===== config.mk =====
export PLATFORM = sky130hd
export DESIGN_NAME = intc_sched_flat
export DESIGN_NICKNAME = d
export VERILOG_FILES = /design/src/rtl/intc_sched_if.sv /design/src/rtl/intc_sched.sv /design/src/flat_wrapper.sv
export SDC_FILE = /design/constraint.sdc
export NUM_CORES = 1
export LEC_CHECK = 0
export CORE_ASPECT_RATIO = 0.9
export CORE_MARGIN = 1
export CORE_UTILIZATION = 40
export DETAILED_ROUTE_END_ITERATION = 6
export DONT_BUFFER_PORTS = 1
export GPL_ROUTABILITY_DRIVEN = 0
export SLEW_MARGIN = 5
export SYNTH_ARGS = -nofsm -noshare
export SYNTH_HDL_FRONTEND = slang
export SYNTH_SLANG_ARGS = --single-unit

===== constraint.sdc =====
create_clock -name clk -period 3.5 [get_ports clk]
set_clock_uncertainty 0.05 [all_clocks]
set_input_delay 0.7 -clock clk [delete_from_list [all_inputs] [get_ports clk]]
set_output_delay 0.7 -clock clk [all_outputs]
set_load 0.03 [all_outputs]

===== src/rtl/intc_sched_if.sv =====
// Bus interface for the intc_sched register window: byte address, lane
// enables, write data and combinational read data.
interface intc_sched_if;
  logic [31:0] addr;
  logic [3:0]  byteen;
  logic [31:0] wdata;
  logic [31:0] rdata;

  modport master (output addr, output byteen, output wdata, input rdata);
  modport slave  (input addr, input byteen, input wdata, output rdata);
endinterface


===== src/rtl/intc_sched.sv =====
// intc_sched: memory-mapped interrupt controller feeding CP0 HWInt.
// Edge/level request latching, software mask, registered irq/hwint and a
// post-acknowledge hold-off window.
// Optional build macro INTC_PRIORITY_EN: hwint shows only the lowest-index
// effective source (one-hot) instead of every effective source.
module intc_sched #(
  parameter int unsigned NSRC      = 6,
  parameter logic [31:0] BASE      = 32'h7f40,
  parameter logic [5:0]  EDGE_MASK = 6'b000100,
  parameter logic [5:0]  MASK_RST  = 6'b111111,
  parameter int unsigned HOLDOFF   = 4
) (
  input  logic            clk,
  input  logic            reset,
  input  logic [NSRC-1:0] src,
  intc_sched_if.slave     bus,
  output logic            irq,
  output logic [NSRC-1:0] hwint
);

  localparam logic [NSRC-1:0] EDGE      = EDGE_MASK[NSRC-1:0];
  localparam logic [3:0]      HOLD_INIT = (HOLDOFF == 0) ? 4'd0 : 4'(HOLDOFF - 1);

  typedef enum logic [1:0] {IDLE, ACTIVE, HOLD} state_t;

  state_t          state;
  logic [3:0]      cnt;
  logic [NSRC-1:0] prev_src;
  logic [NSRC-1:0] pend_q;
  logic [NSRC-1:0] mask;
  logic [NSRC-1:0] rise;
  logic [NSRC-1:0] pend;
  logic [NSRC-1:0] eff;
  logic [NSRC-1:0] view;
  logic [NSRC-1:0] ack_clr;
  logic [31:0]     lane;
  logic [31:0]     word_off;
  logic [31:0]     cur;
  logic [1:0]      sel;
  logic            hit;
  logic            mask_wr;
  logic            ack_wr;
  logic            ack_any;
  logic            found;

  // Address decode, lane expansion and write strobes.
  always_comb begin
    lane     = {{8{bus.byteen[3]}}, {8{bus.byteen[2]}}, {8{bus.byteen[1]}}, {8{bus.byteen[0]}}};
    word_off = (bus.addr & ~32'h3) - BASE;
    hit      = (word_off[31:4] == '0);
    sel      = word_off[3:2];
    mask_wr  = hit && (bus.byteen != '0) && (sel == 2'd1);
    ack_wr   = hit && (bus.byteen != '0) && (sel == 2'd2);
    ack_any  = ack_wr && ((bus.wdata & lane) != '0);
    ack_clr  = ack_wr ? (bus.wdata[NSRC-1:0] & lane[NSRC-1:0] & EDGE) : '0;
  end

  // Pending view: a rising edge counts as pending in the cycle it appears,
  // which gives the single-cycle src -> irq latency; level sources pass through.
  always_comb begin
    rise = src & ~prev_src & EDGE;
    pend = ((pend_q | rise) & EDGE) | (src & ~EDGE);
    eff  = pend & mask;
`ifdef INTC_PRIORITY_EN
    view = eff & (-eff);
`else
    view = eff;
`endif
  end

  // Lowest effective index for CUR; bit 31 flags "nothing effective".
  always_comb begin
    cur   = 32'h8000_0000;
    found = 1'b0;
    for (int unsigned i = 0; i < NSRC; i++) begin
      if (eff[i] && !found) begin
        cur   = i;
        found = 1'b1;
      end
    end
  end

  // Combinational register read.
  always_comb begin
    bus.rdata = '0;
    if (hit) begin
      case (sel)
        2'd0:    bus.rdata = 32'(pend);
        2'd1:    bus.rdata = 32'(mask);
        2'd2:    bus.rdata = '0;
        default: bus.rdata = cur;
      endcase
    end
  end

  // Edge latches and mask register; a new edge beats a same-cycle ACK clear.
  always_ff @(posedge clk or negedge reset) begin
    if (!reset) begin
      prev_src <= '0;
      pend_q   <= '0;
      mask     <= MASK_RST[NSRC-1:0];
    end else begin
      prev_src <= src;
      pend_q   <= (pend_q & ~ack_clr) | rise;
      if (mask_wr)
        mask <= (mask & ~lane[NSRC-1:0]) | (bus.wdata[NSRC-1:0] & lane[NSRC-1:0]);
    end
  end

  // Request FSM with registered irq/hwint and hold-off countdown.
  always_ff @(posedge clk or negedge reset) begin
    if (!reset) begin
      state <= IDLE;
      cnt   <= '0;
      irq   <= 1'b0;
      hwint <= '0;
    end else begin
      case (state)
        IDLE: begin
          if (eff != '0) begin
            state <= ACTIVE;
            irq   <= 1'b1;
            hwint <= view;
          end else begin
            irq   <= 1'b0;
            hwint <= '0;
          end
        end
        ACTIVE: begin
          if (ack_any) begin
            irq   <= 1'b0;
            hwint <= '0;
            if (HOLDOFF == 0) begin
              state <= IDLE;
            end else begin
              state <= HOLD;
              cnt   <= HOLD_INIT;
            end
          end else if (eff == '0) begin
            state <= IDLE;
            irq   <= 1'b0;
            hwint <= '0;
          end else begin
            irq   <= 1'b1;
            hwint <= view;
          end
        end
        HOLD: begin
          irq   <= 1'b0;
          hwint <= '0;
          if (cnt == '0)
            state <= IDLE;
          else
            cnt <= cnt - 4'd1;
        end
        default: begin
          state <= IDLE;
          irq   <= 1'b0;
          hwint <= '0;
        end
      endcase
    end
  end

endmodule


===== src/flat_wrapper.sv =====
// flat-port wrapper written by rule: the top's interface ports become plain ports
module intc_sched_flat 
#(
  parameter int unsigned NSRC      = 6,
  parameter logic [31:0] BASE      = 32'h7f40,
  parameter logic [5:0]  EDGE_MASK = 6'b000100,
  parameter logic [5:0]  MASK_RST  = 6'b111111,
  parameter int unsigned HOLDOFF   = 4
)
  (clk, reset, src, irq, hwint, bus_addr, bus_byteen, bus_wdata, bus_rdata);
  intc_sched_if bus_i ();
  input  logic clk;
  input  logic reset;
  input  logic [NSRC-1:0] src;
  output logic irq;
  output logic [NSRC-1:0] hwint;
  input wire logic [$bits(bus_i.addr)-1:0] bus_addr;
  input wire logic [$bits(bus_i.byteen)-1:0] bus_byteen;
  input wire logic [$bits(bus_i.wdata)-1:0] bus_wdata;
  output wire logic [$bits(bus_i.rdata)-1:0] bus_rdata;
  assign bus_i.addr = bus_addr;
  assign bus_i.byteen = bus_byteen;
  assign bus_i.wdata = bus_wdata;
  assign bus_rdata = bus_i.rdata;
  intc_sched #(.NSRC(NSRC), .BASE(BASE), .EDGE_MASK(EDGE_MASK), .MASK_RST(MASK_RST), .HOLDOFF(HOLDOFF)) u_core (.clk(clk), .reset(reset), .src(src), .bus(bus_i), .irq(irq), .hwint(hwint));
endmodule

==> run metrics <==
result of the run complete, no violations; part of the Yosys area used for sequential elements 0.3222; floorplan die width approximately 70 µm; worst-case reg-to-reg path depth 6; diode count 0; number of placed I/O pins around 120; worst min-delay path category primary input to async pin; netlist area before placement roughly 1700 µm²; Crit Reg-Reg Endpoint u_core.state[1]$_DFFE_PN0P_; drt initial violations 62; CTS H-Tree Depth 1; initial antenna violation count 0; later-pin clock latency in the skew report ~0.26 ns; largest net degree at the start of global routing 22; input/output buffers 0; global-route wire length before repair 5706 µm; post-synthesis cell type count 44; post-route ant nets 0; TritonCTS clock tree yes; Startpoint Class primary input; placed wire-length estimate 3024 µm; chip height 63.01 µm; cells after synthesis around 190; minimum clock period after layout 3.498 ns; data required time at the worst endpoint ~2.8 ns; number of slew-limit violations in the final report 0; root buffer cell clkbuf_8; proportion of register bits with asynchronous set or reset after synthesis 1.000; drc violations 0; synthesis-to-finish area growth 6.808%; effective utilization at floorplan 0.4312; prevailing post-synth register cell dfrtp_1; Setup crit end kind output pin; wire length per cell after detailed routing 14.40 µm; post-synthesis average cell area 8.526 µm²; layout cell share with drive strength beyond 1 0.1527; max frequency 285.8 MHz; endpoints failing hold 0; non-filler instance count after layout 249; total leakage power roughly 0.73 nW; FF-to-FF setup slack 1.54 ns; number of register bits inferred by synthesis 21; warnings from Yosys 0; clock buffers created by TritonCTS 3; biggest fanout along the worst timing path 3; Setup-failing EPs final 0; placeable core region about 3800 µm²; vias in the first global route 1271; routed vias around 1400; Vias/cell 5.502; number of optimization iterations in the first detailed-route pass 4; Layout Utilization 0.4605; placed insts approximately 240; maximum count of clock buffers along a single path 2; launch point of the worst reg-to-reg path u_core.pend_q[2]$_DFF_PN0_; CTS clk-pin slew, worst paths around 0.070 ns; cts hold-fix bufs 0; net count reported at finish 284; Die Area 4397 µm²; Placement Rows 21; largest vdd supply drop ~0.14 mV; Max-Cap Viols 0; Final period util 0.9996; clock tree sinks 21; final hold slack between 0.07 and 0.08 ns; number of enable-type register cells in the synthesized netlist 0; Worst Setup Path Type primary input to output pin; RSZ-0062 raised after global routing yes; endpoint arrival time on the critical path about 2.8 ns; global-route congestion overflow total 0; all-layer global routing usage 0.1608; Final Routed Wirelength approximately 3600 µm; ratio of total power to cell area ~260 nW/µm²
## kinds of logic after synthesis
family | Yosys count | synth area share
other | 1 | 0.002267
AOI/OAI and AO/OA | 38 | 0.1762
buffers and inverters | 37 | 0.1407
muxes | 10 | 0.06505
DFF | 21 | 0.3222
adders and majority gates | 4 | 0.03026
and+or+nand+nor | 83 | 0.2632
## final cells by class
class | instances | area [µm²]
flip-flops and latches | 21 | 533.0
well taps | 46 | 57.56
repair buffers | 8 | 67.56
clock inverters | 1 | 5.005
clock buffers | 3 | 41.29
multi-input cells | 160 | 1025
fillers | 393 | 2069
inverters | 10 | 37.54
## layout by cell type (no fill, tap or decap), drive strengths merged, types with 2 or more instances in the layout
cell type  synthesis  routed
mux2               6       6
nor3               3       3
o22a               3       3
o211ai             2       2
o31ai              2       2
inv               10      10
buf               25       8
a21o               2       2
nor2b              2       2
nand2             24      24
mux2i              4       4
nor4               3       3
nand3              8       8
and2               2       2
dfrtp             15      15
conb               1      25
ha                 4       4
a31oi              2       2
nor2              20      20
o21ai             13      13
dfstp              6       6
clkbuf             2       3
or4b               2       2
a21oi              5       5
or4               10      10
nand2b             4       4
## report_power, final
part | internal, W | leakage [nW] | switching, W
combinational | 0.0000129 | 0.443 | 0.0000483
clock | 0.0000793 | 0.0255 | 0.0000776
sequential | 0.000243 | 0.259 | 0.000000130
total | 0.000336 | 0.727 | 0.000126
## routing by layer
layer  up-vias  global-route usage  share of wire
met2        84              0.2692           0.48
li1        666                   -              -
met3         9             0.05484          0.090
met4         0             0.04250          0.020
met5         -                   0              0
met1       611              0.1966           0.41
## critical path: stages
cell,delay [ns]
or4_1,0.51
a21o_1,0.19
or4b_4,0.54
a2111oi_4,0.39
nand2_1,0.18
nor2_4,0.24
## worst max-delay path by stage
stage | startpoint | end | slack, ns
global route | bus_addr[15] | bus_rdata[31] | -0.08
CTS | bus_addr[15] | bus_rdata[31] | -0.009
global placement | bus_addr[15] | bus_rdata[3] | -0.12
detailed placement | bus_addr[15] | bus_rdata[3] | -0.13
floorplan | bus_addr[15] | bus_rdata[0] | -0.16
finish | bus_addr[15] | bus_rdata[31] | 0.002
## synth_stat cells, types with 4 or more instances
| cell type | instances | area (µm²) |
|---|---|---|
| buf_4 | 25 | 187.7 |
| nand2_1 | 24 | 90.09 |
| nor2_1 | 19 | 71.32 |
| dfrtp_1 | 15 | 375.4 |
| inv_1 | 10 | 37.54 |
| or4_1 | 10 | 75.07 |
| nand3_1 | 8 | 40.04 |
| o21ai_0 | 7 | 35.03 |
| dfstp_2 | 6 | 157.7 |
| mux2_1 | 6 | 67.56 |
| o21ai_1 | 6 | 30.03 |
| a21oi_1 | 5 | 25.02 |
| ha_1 | 4 | 50.05 |
| mux2i_1 | 4 | 40.04 |
## per-stage QoR
step	TNS (ns)	setup slack, ns	power, W	instance area, µm²
after CTS	-0.01077	-0.008636	0.0004699	1744
after global placement	-0.2314	-0.1224	0.0003076	1677
final	0	0.001512	0.0004617	1767
after floorplan	-0.5890	-0.1572	0.0003290	1769
after detailed placement	-0.3077	-0.1321	0.0003082	1677
after global routing	-0.1599	-0.07990	0.0004831	1767
## repair_timing
item / 4_1_cts / 5_1_grt
pin swaps: 3 / 1
endpoints found under the setup margin: 6 / 7
resized for setup: 3 / 4
setup buffers: 1 / 1
Power figures use the tool's default switching activity.
